<file path="src/rtl/serial_chunk_adder.sv">
// serial_chunk_adder: adds/subtracts WIDTH-bit operands CHUNK bits per cycle over
// valid/ready handshakes, with an internal accumulator usable as operand A.
module serial_chunk_adder #(
  parameter int WIDTH = 8,
  parameter int CHUNK = 2
) (
  input  logic             clk,
  input  logic             rst,
  input  logic             in_valid,
  output logic             in_ready,
  input  logic [WIDTH-1:0] in_a,
  input  logic [WIDTH-1:0] in_b,
  input  logic             in_sub,
  input  logic             in_acc,
  output logic             out_valid,
  input  logic             out_ready,
  output logic [WIDTH-1:0] out_sum,
  output logic             out_carry,
  output logic             out_ovf,
  output logic [WIDTH-1:0] acc
);
  localparam int NCHUNK = WIDTH / CHUNK;
  localparam int IW = NCHUNK > 1 ? $clog2(NCHUNK) : 1;
  typedef enum logic [1:0] {IDLE, CALC, DONE} state_t;
  state_t state;
  logic [WIDTH-1:0] op_a, op_b;
  logic carry, acc_flag, last;
  logic [IW-1:0] idx;
  logic [CHUNK-1:0] a_ch, b_ch;
  logic [CHUNK:0] s_ch;
  assign a_ch = op_a[idx*CHUNK +: CHUNK];
  assign b_ch = op_b[idx*CHUNK +: CHUNK];
  assign s_ch = {1'b0, a_ch} + {1'b0, b_ch} + {{CHUNK{1'b0}}, carry};
  assign last = idx == IW'(NCHUNK - 1);
  // carry into the MSB is recovered as a^b^sum at that bit, so ovf needs no extra adder
  always_ff @(posedge clk) begin
    if (rst) begin
      state     <= IDLE;
      in_ready  <= 1'b1;
      out_valid <= 1'b0;
      out_sum   <= '0;
      out_carry <= 1'b0;
      out_ovf   <= 1'b0;
      acc       <= '0;
      idx       <= '0;
      op_a      <= '0;
      op_b      <= '0;
      carry     <= 1'b0;
      acc_flag  <= 1'b0;
    end else begin
      case (state)
        IDLE: if (in_valid) begin
          op_a     <= in_acc ? acc : in_a;
          op_b     <= in_sub ? ~in_b : in_b;
          carry    <= in_sub;
          acc_flag <= in_acc;
          idx      <= '0;
          in_ready <= 1'b0;
          state    <= CALC;
        end
        CALC: begin
          out_sum[idx*CHUNK +: CHUNK] <= s_ch[CHUNK-1:0];
          carry <= s_ch[CHUNK];
          idx   <= idx + 1'b1;
          if (last) begin
            out_carry <= s_ch[CHUNK];
            out_ovf   <= a_ch[CHUNK-1] ^ b_ch[CHUNK-1] ^ s_ch[CHUNK-1] ^ s_ch[CHUNK];
            out_valid <= 1'b1;
            state     <= DONE;
          end
        end
        DONE: if (out_ready) begin
          out_valid <= 1'b0;
          in_ready  <= 1'b1;
          state     <= IDLE;
          if (acc_flag) acc <= out_sum;
        end
        default: state <= IDLE;
      endcase
    end
  end
endmodule

</file>
<file path="config.mk">
export PLATFORM = sky130hd
export DESIGN_NAME = serial_chunk_adder
export DESIGN_NICKNAME = d
export VERILOG_FILES = /design/src/rtl/serial_chunk_adder.sv
export SDC_FILE = /design/constraint.sdc
export NUM_CORES = 1
export LEC_CHECK = 0
export ABC_AREA = 1
export BUFFER_PORTS_ARGS = -buffer_cell sky130_fd_sc_hd__buf_2
export CAP_MARGIN = 20
export CORE_UTILIZATION = 58
export DETAILED_ROUTE_END_ITERATION = 16
export GPL_ROUTABILITY_DRIVEN = 0
export MAX_ROUTING_LAYER = met4
export PLACE_DENSITY = 0.91
export SLEW_MARGIN = 10
export SYNTH_ARGS = -nofsm -noshare
export SYNTH_HDL_FRONTEND = slang
export SYNTH_SLANG_ARGS = --single-unit
</file>
<file path="constraint.sdc">
create_clock -name clk -period 5.9 [get_ports clk]
set_input_delay 1.18 -clock clk [delete_from_list [all_inputs] [get_ports clk]]
set_output_delay 1.18 -clock clk [all_outputs]
set_load 0.01 [all_outputs]
</file>
==> results of run 1 <==
==> flip-flops by register name (all words and copies together) (netlist names) <==
register and flops:
idx 2, op_a 8, out_sum 8, carry 1, acc_flag 1, out_valid 1
out_carry 1, in_ready 1, op_b 8, acc 8, state 2, out_ovf 1
==> how the worst min path moves through the flow <==
stage	start	to	slack [ns]	cells after the start
2_1_floorplan	op_a[2]	op_a[2]	0.44	2
3_3_place_gp	in_ready	in_ready	0.45	2
3_5_place_dp	in_ready	in_ready	0.46	2
4_1_cts	out_valid	out_valid	0.48	2
5_1_grt	op_a[5]	op_a[5]	0.49	2
6_report	in_ready	in_ready	0.48	2
==> power groups by stage <==
| stage | clock [mW] | sequential, mW | combinational (mW) |
|---|---|---|---|
| 2_1_floorplan | 0 | 0.310 | 0.0808 |
| 3_3_place_gp | 0 | 0.312 | 0.0996 |
| 3_5_place_dp | 0 | 0.313 | 0.103 |
| 4_1_cts | 0.150 | 0.307 | 0.103 |
| 5_1_grt | 0.161 | 0.308 | 0.120 |
| 6_report | 0.150 | 0.307 | 0.104 |
==> Yosys cell counts <==
library cell and count:
sky130_fd_sc_hd__nor2_1 51, sky130_fd_sc_hd__o21ai_1 5, sky130_fd_sc_hd__nand2_1 75, sky130_fd_sc_hd__fa_1 2, sky130_fd_sc_hd__o31ai_1 1, sky130_fd_sc_hd__o21ai_0 26
sky130_fd_sc_hd__xnor2_1 8, sky130_fd_sc_hd__nand2_2 1, sky130_fd_sc_hd__ha_1 7, sky130_fd_sc_hd__a21oi_1 17, sky130_fd_sc_hd__buf_6 2, sky130_fd_sc_hd__nor2_2 2
sky130_fd_sc_hd__inv_2 1, sky130_fd_sc_hd__clkbuf_1 2, sky130_fd_sc_hd__o22ai_1 4, sky130_fd_sc_hd__nor3_1 9, sky130_fd_sc_hd__buf_2 8, sky130_fd_sc_hd__dfxtp_1 42
sky130_fd_sc_hd__inv_1 30, sky130_fd_sc_hd__nand3_1 10
==> final cells by class <==
class	instances	area share, %
multi-input cells	218	45.2
flip-flops and latches	42	36.0
repair buffers	41	8.78
inverters	31	4.98
well taps	46	2.46
clock buffers	7	2.36
clock inverters	1	0.214
==> per-layer routing <==
metal  up-vias  routed length, µm  share of wire [%]
li1       1023                  -                  -
met5         -                  0                  0
met2        50               2110                 47
met1       920               2080                 46
met3        11                229                5.1
met4         0                 89                2.0
==> kinds of logic (layout without fill, tap and decap cells) <==
family          Yosys count  count (layout)  synth area share, %
compound gates           53              53                 13.1
simple gates            148             148                 28.2
fa+ha+maj                 9               9                 6.12
xor+xnor                  8               8                 3.36
flops                    42              42                 40.3
buf+inv                  43              80                 8.94
==> per-stage QoR <==
| step | std cells | hold WS, ns |
|---|---|---|
| after global routing | 386 | 0.488 |
| after global placement | 378 | 0.447 |
| after CTS | 386 | 0.476 |
| after detailed placement | 378 | 0.455 |
| after floorplan | 303 | 0.441 |
| final | 386 | 0.476 |
==> worst max-delay path, stage by stage (launching register included) <==
cell,delay (ns)
sky130_fd_sc_hd__dfxtp_1,0.62
sky130_fd_sc_hd__inv_1,0.33
sky130_fd_sc_hd__o21ai_0,0.25
sky130_fd_sc_hd__o22ai_1,0.12
sky130_fd_sc_hd__fa_1,0.41
sky130_fd_sc_hd__fa_1,0.56
sky130_fd_sc_hd__nand2_1,0.09
sky130_fd_sc_hd__nor2_1,0.13
sky130_fd_sc_hd__nand2_1,0.06
sky130_fd_sc_hd__nand2_1,0.06
sky130_fd_sc_hd__inv_1,0.04
sky130_fd_sc_hd__nor2_1,0.07
==> flow_metrics.env, run 1 <==
export IMPL_status="completed"
export IMPL_period_share_pct=47.4
export IMPL_globalRouteOverflowTotal=0
export IMPL_yosysSeqAreaShare_pct=40.3
export IMPL_worstReg2RegStart="idx[0]"
export IMPL_fin_crit_ns=2.80
export IMPL_cts_tree="done"
export IMPL_buffer_ports_inserted=41
export IMPL_layout_filler_cells=286
export IMPL_initialDrtViolationCount=104
export IMPL_antenna_found_initial=0
export IMPL_worstSetupPathType="reg2reg"
export IMPL_slew_violations=0
export IMPL_grt_use_met3_pct=7.66
export IMPL_clock_tree_root_cell="sky130_fd_sc_hd__clkbuf_4"
export IMPL_num_vias=2004
export IMPL_setup_tns_final_ns=0
export IMPL_layout_drive_gt1_share_pct=15.3
export IMPL_rrSetupSlack_ns=3.10
export IMPL_ys_ff_latch=42
export IMPL_global_route_peak_usage_layer="met2"
export IMPL_max_slew_worst_pin_slew_ns=0.731
export IMPL_cts_repair_resized=0
export IMPL_mean_routed_wirelength_per_cell_um=11.7
export IMPL_synth_lib_cells_used_distinct=20
export IMPL_worst_hold_path_type="reg2reg"
export IMPL_synthCells=303
export IMPL_pwr_share_clk_pct=26.7
export IMPL_cts_reportedPaths_clkPinSlew_ns=0.12
export IMPL_power_share_combinational_pct=18.5
export IMPL_grt_pass1_vias=1707
export IMPL_post_synthesis_net_count=334
export IMPL_globalRouteMet1Util_pct=31.1
export IMPL_cp_start_kind="register"
export IMPL_design_final_nets=370
export IMPL_r2r_cells=11
export IMPL_pin_count_of_the_biggest_net_entering_global_routing=27
export IMPL_share_of_the_synthesized_area_in_the_top_cell_type_pct=40.3
export IMPL_clk_insertion_delay_late_ns=0.36
export IMPL_sw_frac_of_total_pct=29.8
export IMPL_commonest_non_fill_non_tap_cells_in_the_layout="75 x sky130_fd_sc_hd__nand2_1, 51 x sky130_fd_sc_hd__nor2_1, 42 x sky130_fd_sc_hd__dfxtp_1"
export IMPL_drc=0
export IMPL_first_pass_grt_wire_length_mm=7.11
export IMPL_crit_end="out_sum[3]"
export IMPL_crit_path_end_kind="register"
export IMPL_number_of_standard_cell_rows_in_the_floorplan=21
export IMPL_worst_setup_path_start="idx[0]"
export IMPL_timing_final_ws_setup_ns=3.10
export IMPL_cts_repair_timing_setup_buffer_count=0
export IMPL_netlist_top_cell_by_area="sky130_fd_sc_hd__dfxtp_1"
export IMPL_die_width_um=62.0
export IMPL_p_leak_nw=1.10
export IMPL_routed_wirelength_mm=4.50
export IMPL_setup_violations_final=0
export IMPL_setup_repair_after_global_routing_missed_its_margin="false"
export IMPL_ctsHtreeMaxLevel=2
export IMPL_worstPathMaxFanout=15
export IMPL_hpwl_mm=3.37
export IMPL_area_of_placed_instances_um2=2280
export IMPL_fmaxAchievable_mhz=357
export IMPL_cts_hold_buffers=0
export IMPL_final_setup_skew_ns=0.0101
export IMPL_synthesis_yosys_warnings=0
export IMPL_clock_sinks=42
export IMPL_place_ws_ns=3.16
export IMPL_cp_data_arrival_time_ns=3.10
export IMPL_switching_power_total_uw=167
export IMPL_timing_rr_end="out_sum[3]"
export IMPL_groute_usage_overall_pct=26.7
export IMPL_dieArea_um2=3840
export IMPL_ir_worst_vdd_uv=124
export IMPL_drv_max_cap_violation_count=0
export IMPL_internal_power_uw=393
export IMPL_area_used_by_multi_input_combinational_logic_um2=1060
export IMPL_die_height_um=62.0
export IMPL_ctsLongestPathBuffers=2
export IMPL_average_cell_area_after_synthesis_um2=6.88
export IMPL_total_power_uw=560
export IMPL_design_portCount=42
export IMPL_layout_cell_area_excl_fill_um2=2340
export IMPL_core_region_area_um2=3390
export IMPL_antenna_cells=0
export IMPL_area_delta_synth_final_pct=12.1
export IMPL_antenna_violating_nets_post_route=0
export IMPL_register_area_um2=841
export IMPL_power_density_nw_per_um2=240
export IMPL_tritoncts_num_buffers=5
export IMPL_syn_cell_area_um2=2080
export IMPL_number_of_endpoints_with_negative_hold_slack_in_the_final_report=0
export IMPL_global_route_usage_met2_pct=43.2
export IMPL_utilization_pct=69.0
export IMPL_most_common_cell_after_layout_fill_and_taps_aside="sky130_fd_sc_hd__nand2_1"
export IMPL_slew_headroom_pct=51.2
export IMPL_worstPathRequired_ns=6.20
export IMPL_initial_core_util_pct=61.5
export IMPL_synth_top_cells_by_area="sky130_fd_sc_hd__dfxtp_1 40%, sky130_fd_sc_hd__nand2_1 14%, sky130_fd_sc_hd__nor2_1 9.2%, sky130_fd_sc_hd__o21ai_0 6.2%, sky130_fd_sc_hd__inv_1 5.4%"
export IMPL_viasPerCell=5.19
export IMPL_drtPass1Iterations=5
export IMPL_power_frac_seq_pct=54.7
(Power assumes the default switching activity.)
==> inputs of run 2 (changes only) <==
--- a/config.mk
+++ b/config.mk
@@ -8,11 +8,11 @@
 export ABC_AREA = 1
 export BUFFER_PORTS_ARGS = -buffer_cell sky130_fd_sc_hd__buf_2
 export CAP_MARGIN = 20
-export CORE_UTILIZATION = 58
+export CORE_UTILIZATION = 54
 export DETAILED_ROUTE_END_ITERATION = 16
 export GPL_ROUTABILITY_DRIVEN = 0
 export MAX_ROUTING_LAYER = met4
-export PLACE_DENSITY = 0.91
+export PLACE_DENSITY = 0.86
 export SLEW_MARGIN = 10
 export SYNTH_ARGS = -nofsm -noshare
 export SYNTH_HDL_FRONTEND = slang
==> constraint.sdc (replaced) <==
create_clock -name clk -period 2.77 [get_ports clk]
set_input_delay 0.554 -clock clk [delete_from_list [all_inputs] [get_ports clk]]
set_output_delay 0.554 -clock clk [all_outputs]
set_load 0.01 [all_outputs]
==> run 2 against run 1 <==
- first-iteration DRC count increased by 38%
- largest power group unchanged
- clock power increased to 3.2 times the previous value
- final cell count increased by 0.78%
- critical endpoint unchanged
- largest cell class unchanged
==> flow_metrics.env, run 2 (synthesis gave the netlist of run 1 again) <==
export IMPL_status="completed"
export IMPL_setup_violations_final=0
export IMPL_area_delta_synth_final_pct=14.8
export IMPL_worstPathMaxFanout=9
export IMPL_number_of_standard_cell_rows_in_the_floorplan=22
export IMPL_layout_drive_gt1_share_pct=15.2
export IMPL_power_density_nw_per_um2=566
export IMPL_tritoncts_num_buffers=5
export IMPL_cp_start_kind="register"
export IMPL_setup_repair_after_global_routing_missed_its_margin="false"
export IMPL_drtPass1Iterations=4
export IMPL_max_slew_worst_pin_slew_ns=0.742
export IMPL_commonest_non_fill_non_tap_cells_in_the_layout="75 x sky130_fd_sc_hd__nand2_1, 51 x sky130_fd_sc_hd__nor2_1, 42 x sky130_fd_sc_hd__dfxtp_1"
export IMPL_worstHoldEndpoint="op_a[4]"
export IMPL_clock_tree_root_cell="sky130_fd_sc_hd__clkbuf_8"
export IMPL_worstHoldStart="op_a[4]"
export IMPL_layout_filler_cells=352
export IMPL_initial_core_util_pct=56.5
export IMPL_worst_hold_path_type="reg2reg"
export IMPL_setup_tns_final_ns=0
export IMPL_worst_stage_delay_on_the_critical_path_ns=0.56
export IMPL_cp_data_arrival_time_ns=2.62
export IMPL_antenna_violating_nets_post_route=0
export IMPL_area_of_placed_instances_um2=2290
export IMPL_grt_pass1_vias=1757
export IMPL_dieArea_um2=4110
export IMPL_timing_critical_path_buf_inv=2
export IMPL_num_vias=1984
export IMPL_cts_repair_resized=0
export IMPL_period_share_pct=85.7
export IMPL_rrSetupSlack_ns=0.40
export IMPL_pin_count_of_the_biggest_net_entering_global_routing=27
export IMPL_total_power_mw=1.36
export IMPL_cpLargestDelayFamily="adder cells"
export IMPL_slew_headroom_pct=50.5
export IMPL_fin_crit_ns=2.37
export IMPL_cts_reportedPaths_clkPinSlew_ns=0.08
export IMPL_ir_worst_vdd_uv=292
export IMPL_antenna_cells=0
export IMPL_worstPathRequired_ns=3.01
export IMPL_ctsLongestPathBuffers=2
export IMPL_p_leak_nw=1.13
export IMPL_drc=0
export IMPL_r2r_cells=11
export IMPL_cts_repair_timing_setup_buffer_count=0
export IMPL_crit_path_end_kind="register"
export IMPL_design_portCount=42
export IMPL_clk_insertion_delay_late_ns=0.30
export IMPL_critical_path_top_cell_by_count="sky130_fd_sc_hd__nand2_1"
export IMPL_worstReg2RegStart="idx[1]"
export IMPL_final_setup_skew_ns=0.00494
export IMPL_routed_wirelength_mm=4.59
export IMPL_worst_setup_path_start="idx[1]"
export IMPL_slew_violations=0
export IMPL_cts_tree="done"
export IMPL_layout_cell_area_excl_fill_um2=2390
export IMPL_most_common_cell_after_layout_fill_and_taps_aside="sky130_fd_sc_hd__nand2_1"
export IMPL_timing_rr_end="out_sum[3]"
export IMPL_drv_max_cap_violation_count=0
export IMPL_number_of_endpoints_with_negative_hold_slack_in_the_final_report=0
export IMPL_globalRouteOverflowTotal=0
export IMPL_utilization_pct=64.9
export IMPL_design_final_nets=371
export IMPL_die_height_um=64.1
export IMPL_first_pass_grt_wire_length_mm=7.73
export IMPL_antenna_found_initial=0
export IMPL_crit_path_top_delay_cell="sky130_fd_sc_hd__fa_1"
export IMPL_cts_hold_buffers=0
export IMPL_hpwl_mm=3.35
export IMPL_core_region_area_um2=3690
export IMPL_path_cells="inv_1, o21ai_0, o22ai_1, fa_1, fa_1, nand2_1, nor2_1, nand2_1, nand2_1, inv_1, nor2_1"
export IMPL_ctsHtreeMaxLevel=2
export IMPL_initialDrtViolationCount=143
export IMPL_groute_usage_overall_pct=25.2
export IMPL_worstSetupPathType="reg2reg"
export IMPL_worst_hold_stages=2
export IMPL_mean_routed_wirelength_per_cell_um=11.8
export IMPL_buffer_ports_inserted=41
export IMPL_viasPerCell=5.10
export IMPL_clock_sinks=42
export IMPL_fmaxAchievable_mhz=421
export IMPL_die_width_um=64.1
==> run 2: cell count changes in the layout (fill, tap and decap cells not counted) <==
cell,change
sky130_fd_sc_hd__clkbuf_4,-5
sky130_fd_sc_hd__clkbuf_8,+4
sky130_fd_sc_hd__buf_4,+1
sky130_fd_sc_hd__bufinv_16,+1
sky130_fd_sc_hd__clkbuf_1,+1
sky130_fd_sc_hd__clkinv_2,-1
==> run 2: worst max path at each step <==
stage,slack [ns],endpoint,cells past startpoint
detailed placement,0.46,out_sum[3],11
CTS,0.43,out_sum[3],11
global placement,0.51,out_sum[3],11
finish,0.40,out_sum[3],11
global route,0.14,out_sum[3],11
floorplan,0.50,out_sum[3],12
==> run 2: per-layer routing <==
metal / wire (µm) / track usage, % / up-vias / part of all wire [%]
li1: - / - / 1024 / -
met5: 0 / - / - / 0
met2: 2110 / 39.5 / 59 / 46
met3: 231 / 4.11 / 7 / 5.0
met4: 77 / 11.9 / 0 / 1.7
met1: 2180 / 31.8 / 894 / 47
==> run 2: where the power goes <==
| group | internal (mW) | switching, mW |
|---|---|---|
| combinational | 0.0857 | 0.142 |
| sequential | 0.630 | 0.0183 |
| clock | 0.270 | 0.209 |
| total | 0.986 | 0.370 |
==> run 2: final cells by class <==
type | instances | area, µm² | share of cell area [%]
Timing Repair Buffer | 42 | 213 | 8.89
Clock inverter | 1 | 30.0 | 1.25
Clock buffer | 7 | 76.3 | 3.19
Multi-Input combinational cell | 218 | 1060 | 44.2
Inverter | 31 | 116 | 4.86
Sequential cell | 42 | 841 | 35.1
Tap cell | 48 | 60.1 | 2.51
==> run 2: metrics by stage <==
step / std cells / hold WS (ns) / setup WS [ns]
floorplan: 303 / 0.441 / 0.505
global placement: 381 / 0.450 / 0.508
detailed placement: 381 / 0.455 / 0.463
CTS: 389 / 0.467 / 0.428
global route: 389 / 0.489 / 0.142
finish: 389 / 0.468 / 0.396
==> run 2: worst reg2reg max path: stages, from the launching register on <==
cell                      delay, ns
sky130_fd_sc_hd__dfxtp_1       0.47
sky130_fd_sc_hd__inv_1         0.17
sky130_fd_sc_hd__o21ai_0       0.11
sky130_fd_sc_hd__o22ai_1       0.12
sky130_fd_sc_hd__fa_1          0.43
sky130_fd_sc_hd__fa_1          0.56
sky130_fd_sc_hd__nand2_1       0.09
sky130_fd_sc_hd__nor2_1        0.13
sky130_fd_sc_hd__nand2_1       0.07
sky130_fd_sc_hd__nand2_1       0.07
sky130_fd_sc_hd__inv_1         0.04
sky130_fd_sc_hd__nor2_1        0.07
==> inputs of run 3 (changes only) <==
--- a/config.mk
+++ b/config.mk
@@ -9,6 +9,8 @@
 export BUFFER_PORTS_ARGS = -buffer_cell sky130_fd_sc_hd__buf_2
 export CAP_MARGIN = 20
 export CORE_UTILIZATION = 54
+export CTS_BUF_LIST = sky130_fd_sc_hd__clkbuf_16
+export CTS_CLUSTER_SIZE = 12
 export DETAILED_ROUTE_END_ITERATION = 16
 export GPL_ROUTABILITY_DRIVEN = 0
 export MAX_ROUTING_LAYER = met4
==> run 3 against run 2 <==
- worst setup slack better by 0.022 ns
- routed wire length is 1.7% higher
- final cell count unchanged
- die area unchanged
- global-route usage rose by 0.16 points
- fmax is 0.94% higher
- first-iteration DRC count increased by 5.6%
- critical endpoint unchanged
- largest cell class unchanged
==> flow_metrics.env, run 3 (synthesis gave the netlist of run 1 again) <==
export IMPL_viasPerCell=5.12
export IMPL_met3_length_um=258
export IMPL_grt_pass1_vias=1791
export IMPL_drc=0
export IMPL_design_portCount=42
export IMPL_fin_crit_ns=2.35
export IMPL_switching_power_total_uw=388
export IMPL_number_of_standard_cell_rows_in_the_floorplan=22
export IMPL_worstPathMaxFanout=15
export IMPL_area_of_placed_instances_um2=2290
export IMPL_die_width_um=64.1
export IMPL_ir_worst_vdd_uv=317
export IMPL_worst_setup_path_start="idx[0]"
export IMPL_worstSetupPathType="reg2reg"
export IMPL_most_common_cell_after_layout_fill_and_taps_aside="sky130_fd_sc_hd__nand2_1"
export IMPL_p_leak_nw=1.16
export IMPL_groute_usage_overall_pct=25.4
export IMPL_final_setup_skew_ns=0.00364
export IMPL_layout_cell_area_excl_fill_um2=2450
export IMPL_cp_data_arrival_time_ns=2.58
export IMPL_worst_hold_path_type="reg2reg"
export IMPL_cts_hold_buffers=0
export IMPL_hpwl_mm=3.35
export IMPL_ctsHtreeMaxLevel=2
export IMPL_num_vias=1992
export IMPL_number_of_endpoints_with_negative_hold_slack_in_the_final_report=0
export IMPL_routed_wirelength_mm=4.67
export IMPL_drtPass1Iterations=4
export IMPL_clk_insertion_delay_late_ns=0.28
export IMPL_pin_count_of_the_biggest_net_entering_global_routing=27
export IMPL_slew_violations=0
export IMPL_timing_final_ws_setup_ns=0.418
export IMPL_design_final_nets=371
export IMPL_cts_repair_timing_setup_buffer_count=0
export IMPL_drv_max_cap_violation_count=0
export IMPL_worstHoldStart="op_a[4]"
export IMPL_cts_tree="done"
export IMPL_metal1_wirelength_mm=2.16
export IMPL_utilization_pct=66.4
export IMPL_place_ws_ns=0.463
export IMPL_crit_path_end_kind="register"
export IMPL_worstPathRequired_ns=2.99
export IMPL_mean_routed_wirelength_per_cell_um=12.0
export IMPL_status="completed"
export IMPL_ctsLongestPathBuffers=2
export IMPL_core_region_area_um2=3690
export IMPL_setup_violations_final=0
export IMPL_commonest_non_fill_non_tap_cells_in_the_layout="75 x sky130_fd_sc_hd__nand2_1, 51 x sky130_fd_sc_hd__nor2_1, 42 x sky130_fd_sc_hd__dfxtp_1"
export IMPL_worstReg2RegStart="idx[0]"
export IMPL_layout_filler_cells=341
export IMPL_cts_repair_resized=0
export IMPL_buffer_ports_inserted=41
export IMPL_clock_sinks=42
export IMPL_cts_reportedPaths_clkPinSlew_ns=0.06
export IMPL_power_share_combinational_pct=15.0
export IMPL_power_density_nw_per_um2=622
export IMPL_initial_core_util_pct=56.5
export IMPL_amount_of_wire_on_met2_after_detailed_routing_mm=2.18
export IMPL_max_slew_worst_pin_slew_ns=0.735
export IMPL_tritoncts_num_buffers=5
export IMPL_pwr_share_clk_pct=42.4
export IMPL_period_share_pct=84.9
export IMPL_sw_frac_of_total_pct=25.5
export IMPL_total_power_mw=1.52
export IMPL_fmaxAchievable_mhz=425
export IMPL_power_frac_seq_pct=42.6
export IMPL_antenna_cells=0
export IMPL_area_delta_synth_final_pct=17.5
export IMPL_setup_repair_after_global_routing_missed_its_margin="false"
export IMPL_antenna_found_initial=0
export IMPL_clock_tree_root_cell="sky130_fd_sc_hd__clkbuf_16"
export IMPL_setup_tns_final_ns=0
export IMPL_antenna_violating_nets_post_route=0
export IMPL_first_pass_grt_wire_length_mm=7.85
export IMPL_die_height_um=64.1
export IMPL_layout_drive_gt1_share_pct=15.2
export IMPL_top_signal_layer_used="met4"
export IMPL_internal_power_mw=1.14
export IMPL_dieArea_um2=4110
export IMPL_globalRouteOverflowTotal=0
export IMPL_initialDrtViolationCount=151
export IMPL_cp_start_kind="register"
export IMPL_slew_headroom_pct=50.9
-- run 3: cell types whose count changed in the layout (fill, tap and decap cells not counted), sizes merged --
cell | before | now
clkbuf | 7 | 5
inv | 31 | 33
-- run 3: worst paths after layout --
check | cells after the start | slack, ns | to
min | 2 | 0.46 | op_a[4]
max reg2reg | 11 | 0.42 | out_sum[3]
max | 11 | 0.42 | out_sum[3]
min reg2reg | 2 | 0.46 | op_a[4]
-- run 3: per-stage QoR --
step           std cells  hold slack [ns]
3_3_place_gp         381            0.450
3_5_place_dp         381            0.455
5_1_grt              389            0.494
4_1_cts              389            0.464
6_report             389            0.463
2_1_floorplan        303            0.441
-- run 3: final cells by class --
cell class              count  area (µm²)  share of cell area (%)
flip-flops and latches     42         841                    34.3
multi-input cells         218        1060                    43.2
clock buffers               5         125                    5.11
inverters                  31         116                    4.75
well taps                  48        60.1                    2.45
repair buffers             42         213                    8.68
clock inverters             3        37.5                    1.53
-- run 3: power by group through the flow --
stage / sequential, mW / clock, mW / combinational (mW)
final: 0.650 / 0.646 / 0.228
after global placement: 0.662 / 0 / 0.218
after detailed placement: 0.663 / 0 / 0.225
after CTS: 0.650 / 0.642 / 0.226
after global routing: 0.653 / 0.666 / 0.262
after floorplan: 0.661 / 0 / 0.172
-- run 3: metal layers --
layer | track usage (%) | vias to the layer above
met5 | - | -
met4 | 10.0 | 0
met3 | 4.11 | 7
met2 | 40.8 | 68
met1 | 31.9 | 892
li1 | - | 1025
-- run 3: worst max-delay path, stage by stage, from the launching register on --
cell and delay (ns):
sky130_fd_sc_hd__dfxtp_1 0.33, sky130_fd_sc_hd__inv_1 0.19, sky130_fd_sc_hd__o21ai_0 0.21, sky130_fd_sc_hd__o22ai_1 0.12
sky130_fd_sc_hd__fa_1 0.43, sky130_fd_sc_hd__fa_1 0.56, sky130_fd_sc_hd__nand2_1 0.09, sky130_fd_sc_hd__nor2_1 0.12
sky130_fd_sc_hd__nand2_1 0.07, sky130_fd_sc_hd__nand2_1 0.06, sky130_fd_sc_hd__inv_1 0.04, sky130_fd_sc_hd__nor2_1 0.06
